===== config.mk =====
export PLATFORM = sky130hd
export DESIGN_NAME = pipe_ctrl
export DESIGN_NICKNAME = d
export VERILOG_FILES = /design/src/rtl/pipe_ctrl.sv
export SDC_FILE = /design/constraint.sdc
export NUM_CORES = 1
export LEC_CHECK = 0
export ABC_CLOCK_PERIOD_IN_PS = 1500
export CAP_MARGIN = 10
export CORE_MARGIN = 3
export CORE_UTILIZATION = 44
export CTS_BUF_LIST = sky130_fd_sc_hd__clkbuf_8
export CTS_CLUSTER_DIAMETER = 80
export CTS_CLUSTER_SIZE = 25
export DETAILED_ROUTE_END_ITERATION = 8
export GPL_ROUTABILITY_DRIVEN = 1
export GPL_TIMING_DRIVEN = 0
export HOLD_SLACK_MARGIN = 0.05
export PLACE_DENSITY = 0.79
export SLEW_MARGIN = 15
export SYNTH_ARGS = -nofsm -noshare
export SYNTH_HDL_FRONTEND = slang
export SYNTH_SLANG_ARGS = --single-unit

===== constraint.sdc =====
create_clock -name clk -period 1.5 [get_ports clk]
set_input_delay 0.15 -clock clk [delete_from_list [all_inputs] [get_ports clk]]
set_output_delay 0.15 -clock clk [all_outputs]
set_load 0.02 [all_outputs]

===== src/rtl/pipe_ctrl.sv =====
// pipe_ctrl: sequencer and hazard unit for an N-stage in-order pipeline.
// Keeps per-stage shadows of valid/destination/load/halt, produces the
// register-stage advance and flush enables, the PC enable, the load-use
// bubble and the operand forwarding selects.
module pipe_ctrl #(
    parameter int NUM_STAGES     = 5,
    parameter int REG_W          = 4,
    parameter int LOAD_STAGE     = 3,
    parameter int REDIRECT_STAGE = 2,
    parameter int FS_W           = $clog2(NUM_STAGES)
) (
    input  logic                  clk,
    input  logic                  rst,
    input  logic                  id_valid,
    input  logic [REG_W-1:0]      id_rd1,
    input  logic [REG_W-1:0]      id_rd2,
    input  logic                  id_rd1_en,
    input  logic                  id_rd2_en,
    input  logic [REG_W-1:0]      id_wr_reg,
    input  logic                  id_wr_en,
    input  logic                  id_is_load,
    input  logic                  id_is_hlt,
    input  logic                  redirect,
    input  logic                  mem_busy,
    output logic [NUM_STAGES-2:0] adv,
    output logic                  bubble_ex,
    output logic [NUM_STAGES-2:0] flush,
    output logic                  pc_en,
    output logic [NUM_STAGES-1:0] stage_valid,
    output logic [FS_W-1:0]       fwd1,
    output logic [FS_W-1:0]       fwd2,
    output logic                  halted
);
    localparam int N = NUM_STAGES;
    // Registers 0..REDIRECT_STAGE-1 hold instructions younger than the redirect.
    localparam logic [N-2:0] REDIR_MASK = (N-1)'((1 << REDIRECT_STAGE) - 1);

    // Shadows of stages 2..N-1 (EX onward); ID comes straight from the inputs.
    logic [N-1:2]     sh_vld;
    logic [N-1:2]     sh_we;
    logic [N-1:2]     sh_ld;
    logic [N-1:2]     sh_hlt;
    logic [REG_W-1:0] sh_reg [2:N-1];

    logic            if_vld;
    logic            id_kill;
    logic            id_v;
    logic [FS_W-1:0] sel1;
    logic [FS_W-1:0] sel2;
    logic            late1;
    logic            late2;
    logic            stall;
    logic            drain;

    function automatic logic src_hit(input logic vld, input logic we,
                                     input logic [REG_W-1:0] dst,
                                     input logic [REG_W-1:0] src, input logic en);
        return vld & we & en & (dst == src) & (src != '0);
    endfunction

    // ID is real only if its register was not flushed after capture.
    assign id_v        = id_valid & ~id_kill;
    assign stage_valid = {sh_vld, id_v, if_vld};

    // Forwarding search: walk oldest to youngest so the youngest hit wins.
    always_comb begin
        sel1  = '0;
        sel2  = '0;
        late1 = 1'b0;
        late2 = 1'b0;
        for (int s = N - 1; s >= 2; s--) begin
            if (src_hit(sh_vld[s], sh_we[s], sh_reg[s], id_rd1, id_rd1_en)) begin
                sel1  = FS_W'(s - 1);
                late1 = sh_ld[s] & (s < LOAD_STAGE);
            end
            if (src_hit(sh_vld[s], sh_we[s], sh_reg[s], id_rd2, id_rd2_en)) begin
                sel2  = FS_W'(s - 1);
                late2 = sh_ld[s] & (s < LOAD_STAGE);
            end
        end
    end

    // A load whose data is not ready yet holds ID; any halt in ID or in flight drains.
    assign stall = id_v & (late1 | late2);
    assign drain = (id_v & id_is_hlt) | (|(sh_vld & sh_hlt));
    assign fwd1  = rst ? '0 : sel1;
    assign fwd2  = rst ? '0 : sel2;

    // Advance/flush/PC control, highest priority first.
    always_comb begin
        adv       = '1;
        flush     = '0;
        pc_en     = 1'b1;
        bubble_ex = 1'b0;
        if (rst) begin
            adv   = '0;
            flush = '1;
            pc_en = 1'b0;
        end else if (halted || mem_busy) begin
            adv   = '0;
            pc_en = 1'b0;
        end else if (redirect) begin
            flush = REDIR_MASK;
        end else if (stall) begin
            adv[1:0]  = 2'b00;
            pc_en     = 1'b0;
            bubble_ex = 1'b1;
        end else if (drain) begin
            adv[0]   = 1'b0;
            flush[0] = 1'b1;
            pc_en    = 1'b0;
        end
    end

    // Control shadows shift on advance; bubble or flush loads an empty slot.
    always_ff @(posedge clk) begin
        if (rst) begin
            sh_vld <= '0;
            sh_we  <= '0;
            sh_ld  <= '0;
            sh_hlt <= '0;
        end else begin
            if (flush[1] || bubble_ex) begin
                sh_vld[2] <= 1'b0;
                sh_we[2]  <= 1'b0;
                sh_ld[2]  <= 1'b0;
                sh_hlt[2] <= 1'b0;
            end else if (adv[1]) begin
                sh_vld[2] <= id_v;
                sh_we[2]  <= id_wr_en;
                sh_ld[2]  <= id_is_load;
                sh_hlt[2] <= id_is_hlt;
            end
            for (int s = 3; s < N; s++) begin
                if (flush[s-1]) begin
                    sh_vld[s] <= 1'b0;
                    sh_we[s]  <= 1'b0;
                    sh_ld[s]  <= 1'b0;
                    sh_hlt[s] <= 1'b0;
                end else if (adv[s-1]) begin
                    sh_vld[s] <= sh_vld[s-1];
                    sh_we[s]  <= sh_we[s-1];
                    sh_ld[s]  <= sh_ld[s-1];
                    sh_hlt[s] <= sh_hlt[s-1];
                end
            end
        end
    end

    // Destination register shadows; rst forces flush so they clear too.
    always_ff @(posedge clk) begin
        if (flush[1] || bubble_ex) begin
            sh_reg[2] <= '0;
        end else if (adv[1]) begin
            sh_reg[2] <= id_wr_reg;
        end
        for (int s = 3; s < N; s++) begin
            if (flush[s-1]) begin
                sh_reg[s] <= '0;
            end else if (adv[s-1]) begin
                sh_reg[s] <= sh_reg[s-1];
            end
        end
    end

    // IF/ID occupancy tracking and the sticky halted flag.
    always_ff @(posedge clk) begin
        if (rst) begin
            halted  <= 1'b0;
            if_vld  <= 1'b0;
            id_kill <= 1'b1;
        end else begin
            if (sh_vld[N-1] && sh_hlt[N-1]) begin
                halted <= 1'b1;
            end
            if (flush[0]) begin
                if_vld <= 1'b0;
            end else if (pc_en) begin
                if_vld <= 1'b1;
            end
            if (flush[0]) begin
                id_kill <= 1'b1;
            end else if (adv[0]) begin
                id_kill <= 1'b0;
            end
        end
    end

endmodule


# Word level (Yosys, flattened, before mapping)
# Memory sizes are Yosys's and may differ from the RTL's.
# Index checks and enable logic that the tools add are counted.
[totals]
elab_cells = 109
mem_bits_rw = 12
input_bits = 22
mem_count = 1
ff_bits = 13
out_inout_bits = 22
[mem_list]
columns = ["memory", "depth", "width", "rd", "rd_ports_with_merged_regs", "wr", "line_no", "rtl"]
rows = [
  ["sh_reg", 3, 4, 3, 0, 3, "43", "logic [REG_W-1:0] sh_reg [2:N-1];"],
]
[op_classes]
n_mux = 48
n_reduce_logical = 10
n_eq_ne = 6
n_bitwise = 31
[ops]
columns = ["cell", "n"]
rows = [
  ["2-to-1 mux 1 bit", 31],
  ["AND 1 bit", 24],
  ["== test 4 bit", 6],
  ["2-to-1 mux 4 bit", 5],
  ["2-to-1 mux 2 bit", 9],
  ["2-to-1 mux 3 bit", 3],
  ["nonzero test 4 bit", 2],
  ["OR reduction 2 bit", 4],
  ["bitwise OR 1 bit", 5],
  ["AND 3 bit", 1],
  ["OR reduction 3 bit", 1],
  ["logical OR 1 bit", 2],
  ["logical AND 1 bit", 1],
  ["NOT 1 bit", 1],
]

# Logic depth before layout (Yosys ltp)
# Gate-level depths: netlist of run 1.
[logic_depth]
ltp_word = 15
mapped_depth = 6
depth_no_buf = 6

# Worst setup path before layout of run 1
# Ideal clock, no wire load.
[synth_path]
path_type = "reg-to-output"
from = "register halted"
to = "output adv[0]"
arrival_ps = 1898
path_stages_with_launch = 7
required_time_ps = 1350
setup_slack_ps = -548
n_path_buf = 3
cell_sequence = "dfxtp_1 or2_2 clkbuf_1 nor2_1 clkbuf_1 a22o_1 buf_4"
[synth_via]
elab_chain_cells = 3
[synth_lines]
columns = ["item", "line_no", "rtl"]
rows = [
  ["start: declaration", "32", "output logic halted"],
  ["start signal: assignment", "169", "halted <= 1'b0;"],
  ["start signal: assignment", "174", "halted <= 1'b1;"],
  ["logical OR 1 bit", "99", "end else if (halted || mem_busy) begin"],
  ["2-to-1 mux 2 bit", "99", ""],
  ["2-to-1 mux 4 bit", "95", "if (rst) begin"],
  ["end: declaration", "25", "output logic [NUM_STAGES-2:0] adv,"],
]
# No other way between the ends.

==> results of run 1 <==
cell type report:
class | count | area share
clock buffers | 3 | 0.0180
flip-flops and latches | 25 | 0.273
well taps | 44 | 0.0240
multi-input cells | 112 | 0.403
clock inverters | 1 | 0.00164
repair buffers | 59 | 0.232
plain buffers | 12 | 0.0415
inverters | 4 | 0.00655
worst register-to-register path, delay by kind of cell (launching register included):
kind / cells / cell delay, ps
DFF: 1 / 500
buffers and inverters: 3 / 430
AOI/OAI and AO/OA: 1 / 110
and+or+nand+nor: 3 / 390
xor gates and xnor gates: 1 / 210
per-stage QoR:
stage	worst slack, ps	power [uW]
final	-639	1530
after global routing	-729	1610
after CTS	-737	1520
after detailed placement	-1310	1100
after global placement	-1300	1090
after floorplan	-204	965
placed cells by master, fill, tap and decap left out, types with 4 or more instances in the layout:
cell type / n
buf_4: 23
nand2_1: 14
buf_6: 14
clkdlybuf4s50_1: 14
xnor2_1: 12
edfxtp_1: 12
dlygate4sd2_1: 11
dfxtp_1: 10
xor2_1: 9
and2_1: 9
a21oi_1: 8
nor2_1: 5
inv_1: 4
nand4_1: 4
and3_4: 4
power breakdown:
part	switching [uW]	internal, uW
registers	28.3	743
clock network	210	183
logic	186	184
total	425	1110
layer usage:
| layer | global-route usage | share of wire | vias to the layer above |
|---|---|---|---|
| met2 | 0.335 | 0.50 | 47 |
| met1 | 0.271 | 0.43 | 636 |
| li1 | - | - | 659 |
| met5 | 0 | 0 | - |
| met4 | 0.0755 | 0.022 | 0 |
| met3 | 0.0463 | 0.048 | 9 |
worst min-delay path by stage:
| stage | endpoint | slack (ps) |
|---|---|---|
| floorplan | sh_hlt[2] | 280 |
| global placement | id_kill | 430 |
| detailed placement | id_kill | 440 |
| CTS | sh_vld[3] | 380 |
| global route | sh_hlt[4] | 380 |
| finish | sh_vld[3] | 380 |
cell families (layout without fill, tap and decap cells):
logic type             Yosys count  count (layout)
AO/OA/AOI/OAI                   30              30
other                            1               2
buffers and inverters           17              79
XOR/XNOR                        24              24
AND/OR/NAND/NOR                 56              56
flip-flops                      25              25
repair_timing:
item                       CTS  global route
cloned                       0             0
hold endpoints to repair     0             0
gates resized for setup    100            15
setup endpoints to repair   40            23
pin swaps                   24             9
buffers inserted            16             6
==> impl_metrics.py, run 1 <==
metrics = {
    "route": {
        "postRouteAntennaNets": 0,
        "drcViolationCount": 0,
        "vias": 1351,
        "drtIter0Drc": 69,
        "drt_pass1_iterations": 4,
        "routed_wirelength_mm": 4.07,
        "post_drt_via_cell_ratio": 5.20,
        "routedWlPerCell_um": 15.7,
    },
    "grt": {
        "grt_pass1_wl_mm": 6.70,
        "antenna_found_initial": 0,
        "grt-ovfl-total": 0,
        "grt_max_degree": 14,
        "grt_pass1_vias": 1376,
        "grt_usage": 0.208,
    },
    "critical_path": {
        "r2r-start": "sh_reg[2][1]",
        "critPathLaunch": "sh_reg[2][1]",
        "crit_buf_inv": 3,
        "arrival_ps": 1990,
        "crit_cells": 8,
        "required_ps": 1350,
        "r2r_end": "sh_reg[2][1]",
        "critical_path.top_delay_family": "flip-flops",
        "reg2reg_depth": 8,
        "start_kind": "flip-flop",
        "crit_fanout": 4,
        "cp-end-kind": "output pin",
        "max_stage_delay_ps": 500,
        "r2r_slack_ps": -370,
        "crit_path_frequent_cell": "buf_6",
        "slowest_stage": "edfxtp_1",
        "endpoint": "adv[0]",
        "crit_type": "reg2out",
        "critical_path.cell_chain": "xnor2_2 > nand3_2 > nor4_4 > buf_4 > o211ai_4 > a22o_4 > buf_6 > buf_6",
    },
    "synth": {
        "yosys.area.top_type_share": 0.246,
        "synth-seq-cells": 25,
        "ys_async_sr_fraction": 0,
        "synth-compound-area-share": 0.152,
        "synth_top_family_by_area": "simple AND/OR/NAND/NOR gates",
        "yosys.area_share.simple": 0.213,
        "postSynthAreaPerCell_sq_um": 9.56,
        "synth_flop_cell": "dfxtp_1",
        "synth.area.top_cells": "edfxtp_1, dfxtp_1, xnor2_1",
        "synth_fa_ha_area_frac": 0,
        "netlist_area_sq_mm": 0.00146,
        "yosys-top-cells-count": "nand2_1, xnor2_1, dfxtp_1, edfxtp_1",
        "synth_top_cell_by_area": "edfxtp_1",
        "synth_seq_area_share": 0.424,
        "synth_mux_area_frac": 0,
        "synth_cells": 153,
        "synth_xor_area_frac": 0.144,
        "synth-edff-count": 12,
        "yosys_warnings": 0,
        "synth_cell_type_count": 34,
    },
    "clock_network": {
        "numCtsBuffers": 3,
        "cts_hold_buf": 0,
        "clk_latency_ps": 270,
        "clockRootBuffer": "clkbuf_8",
        "htreeDepth": 1,
        "clockBufferDepth": 2,
        "path_clk_slew_ps": 90,
        "cts.sink_count": 25,
        "cts_tree": "done",
    },
    "layout": {
        "largest_reg_flops": 12,
        "fin_area_sq_mm": 0.00229,
        "fin_util": 0.739,
        "drive_gt1_frac": 0.356,
        "area_growth_pct": 56.7,
        "multiInputGateArea_sq_um": 923,
        "finalNonFillerCells": 260,
        "seqCellArea_sq_um": 627,
        "num-fill-cells": 243,
        "nNetsFinal": 239,
        "diodes": 0,
    },
    "floorplanning": {
        "die_y_um": 63.7,
        "num_rows": 20,
        "pin_count": 44,
        "start_util": 0.471,
        "die_w_um": 63.7,
        "die_area_sq_mm": 0.00405,
        "core_area_sq_mm": 0.00310,
    },
    "placed_design": {
        "hpwl_mm": 2.74,
        "io_buffers": 39,
        "gp_congestion": 0.770,
        "post_dp_cell_area_sq_mm": 0.00197,
        "placed_cells": 237,
    },
    "worst_hold_path": {
        "holdPathStages": 4,
        "min_from": "mem_busy",
        "hold_path.class": "in2reg",
    },
    "timing": {
        "final.period_utilization": 1.43,
        "hold_slack_ps": 376,
        "rsz0062_at_grt": "yes",
        "fin_tns_setup_ps": -7380,
        "slew_headroom": 0.657,
        "setup_viol": 20,
        "min_period_ps": 2140,
        "worst_pin_slew_ps": 515,
        "skew_ps": 4.25,
        "final.setup.worst_slack_ps": -639,
        "fmax_mhz": 468,
        "finalHoldViolations": 0,
        "drv_slew": 0,
    },
    "power_and_ir_drop": {
        "ir_worst_vdd_v": 0.000426,
        "power.density_mw_per_mm2": 669,
        "p_leak_uw": 0.000939,
    },
    "status": {
        "violations": "setup timing",
        "outcome": "finished with violations",
    },
    "flow_run": {
        "drv_cap": 0,
    },
}
(Power assumes the default switching activity.)
==> run 2: changes to the inputs <==
Settings changed: CORE_ASPECT_RATIO from default to 1.1, SETUP_SLACK_MARGIN from default to 0.02.
==> run 2 against run 1 <==
  * The flow still finishes with violations (setup timing)
  * Clock-buffer cell count unchanged
  * Sequential share of layout area up 0.64 points
  * Clock skew down 3.1 ps
  * Maximum frequency up 4.0%
  * Via count up 1.3%
  * Worst setup slack better by 83 ps
  * Largest cell class unchanged
  * Highest routed layer unchanged
==> impl_metrics.py, run 2 (synthesis gave the netlist of run 1 again) <==
metrics = {
    "grt": {
        "grt_usage": 0.209,
        "grt_pass1_wl_mm": 6.31,
        "grt-ovfl-total": 0,
        "antenna_found_initial": 0,
        "grt_pass1_vias": 1353,
        "grt_max_degree": 14,
    },
    "layout": {
        "largest_reg_flops": 12,
        "layout_commonest_cell": "buf_4",
        "drive_gt1_frac": 0.346,
        "finalNonFillerCells": 251,
        "nNetsFinal": 240,
        "area_growth_pct": 53.1,
        "diodes": 0,
        "fin_util": 0.716,
        "mostFrequentLayoutCells": "buf_4, nand2_1, xnor2_1, clkdlybuf4s50_1",
    },
    "route": {
        "post_drt_via_cell_ratio": 5.45,
        "topRoutingLayerUsed": "met4",
        "postRouteAntennaNets": 0,
        "m1WireLength_mm": 1.72,
        "routed_wirelength_mm": 4.08,
        "met3WireLength_um": 202,
        "vias": 1369,
        "drcViolationCount": 0,
        "drt_pass1_iterations": 4,
        "drtIter0Drc": 92,
        "routedWlPerCell_um": 16.2,
        "wl_met2_mm": 2.09,
    },
    "clock_network": {
        "cts_hold_buf": 0,
        "htreeDepth": 1,
        "cts_tree": "done",
        "numCtsBuffers": 3,
        "path_clk_slew_ps": 80,
        "clockBufferDepth": 2,
        "cts.sink_count": 25,
        "clk_latency_ps": 260,
        "clockRootBuffer": "clkbuf_8",
    },
    "timing": {
        "skew_ps": 1.16,
        "setup_viol": 20,
        "rsz0062_at_grt": "yes",
        "finalHoldViolations": 0,
        "fin_tns_setup_ps": -7110,
        "drv_slew": 0,
        "final.period_utilization": 1.37,
        "final.setup.worst_slack_ps": -556,
        "fmax_mhz": 486,
        "min_period_ps": 2060,
    },
    "power_and_ir_drop": {
        "power.density_mw_per_mm2": 675,
        "ir_worst_vdd_v": 0.000488,
        "p_leak_uw": 0.000947,
    },
    "critical_path": {
        "start_kind": "flip-flop",
        "endpoint": "bubble_ex",
        "reg2reg_depth": 8,
        "critPathLaunch": "sh_reg[2][1]",
        "cp-end-kind": "output pin",
        "r2r_slack_ps": -440,
        "arrival_ps": 1910,
        "crit_fanout": 4,
        "required_ps": 1350,
        "r2r_end": "sh_reg[2][2]",
        "r2r-start": "sh_reg[2][1]",
        "crit_type": "reg2out",
    },
    "placed_design": {
        "io_buffers": 39,
        "gp_congestion": 0.783,
        "placed_cells": 227,
        "hpwl_mm": 2.69,
    },
    "worst_hold_path": {
        "hold_path.class": "in2reg",
    },
    "floorplanning": {
        "num_rows": 21,
        "die_area_sq_mm": 0.00405,
        "pin_count": 44,
        "die_y_um": 66.5,
        "die_w_um": 61.0,
        "start_util": 0.468,
        "core_area_sq_mm": 0.00313,
    },
    "status": {
        "violations": "setup timing",
        "outcome": "finished with violations",
    },
    "flow_run": {
        "drv_cap": 0,
    },
}
-- run 2: per-stage QoR --
stage	worst slack, ps	hold slack [ps]	total power (uW)	cell area, sq um
after floorplan	-204	276	966	1530
after global placement	-1250	429	1090	1960
after detailed placement	-1300	433	1100	1960
after CTS	-738	360	1500	2150
after global routing	-676	397	1570	2240
final	-556	382	1510	2240
-- run 2: power by group --
part / switching, uW / leakage (uW) / internal (uW)
clock network: 204 / 0.0000269 / 183
logic: 176 / 0.000679 / 179
registers: 27.7 / 0.000240 / 743
total: 407 / 0.000947 / 1100
-- run 2: routing by layer --
metal  global-route usage  vias to the layer above
li1                     -                      661
met1                0.260                      648
met2                0.370                       52
met3               0.0252                        8
met4               0.0569                        0
met5                    0                        -
-- run 2: final cells by class --
type                    instances  area [sq um]
plain buffers                  12          96.3
clock buffers                   3          41.3
clock inverters                 1          3.75
fillers                       222           887
inverters                       4          15.0
multi-input cells             112           880
flip-flops and latches         25           627
well taps                      34          42.5
repair buffers                 60           534
-- run 2: critical path, stage by stage, from the launching register on --
cell	delay, ps
edfxtp_1	450
xnor2_1	180
nand3_1	150
nor4_4	210
o211ai_2	160
buf_4	170
and2b_2	210
buf_6	110
-- run 2: how the worst min path moves through the flow --
stage,start,to,slack [ps],cells after the start
3_3_place_gp,id_kill,id_kill,430,1
4_1_cts,mem_busy,sh_vld[3],360,4
3_5_place_dp,id_kill,id_kill,430,1
6_report,mem_busy,sh_hlt[4],380,4
5_1_grt,mem_busy,sh_vld[4],400,4
2_1_floorplan,id_is_hlt,sh_hlt[2],280,1
-- run 2: repair_timing --
action                                  in CTS  in global routing
pin swaps                                   11                 15
hold endpoints to repair                     0                  0
endpoints found under the setup margin      36                 24
resized for setup                           95                 16
buffers inserted                            12                 11
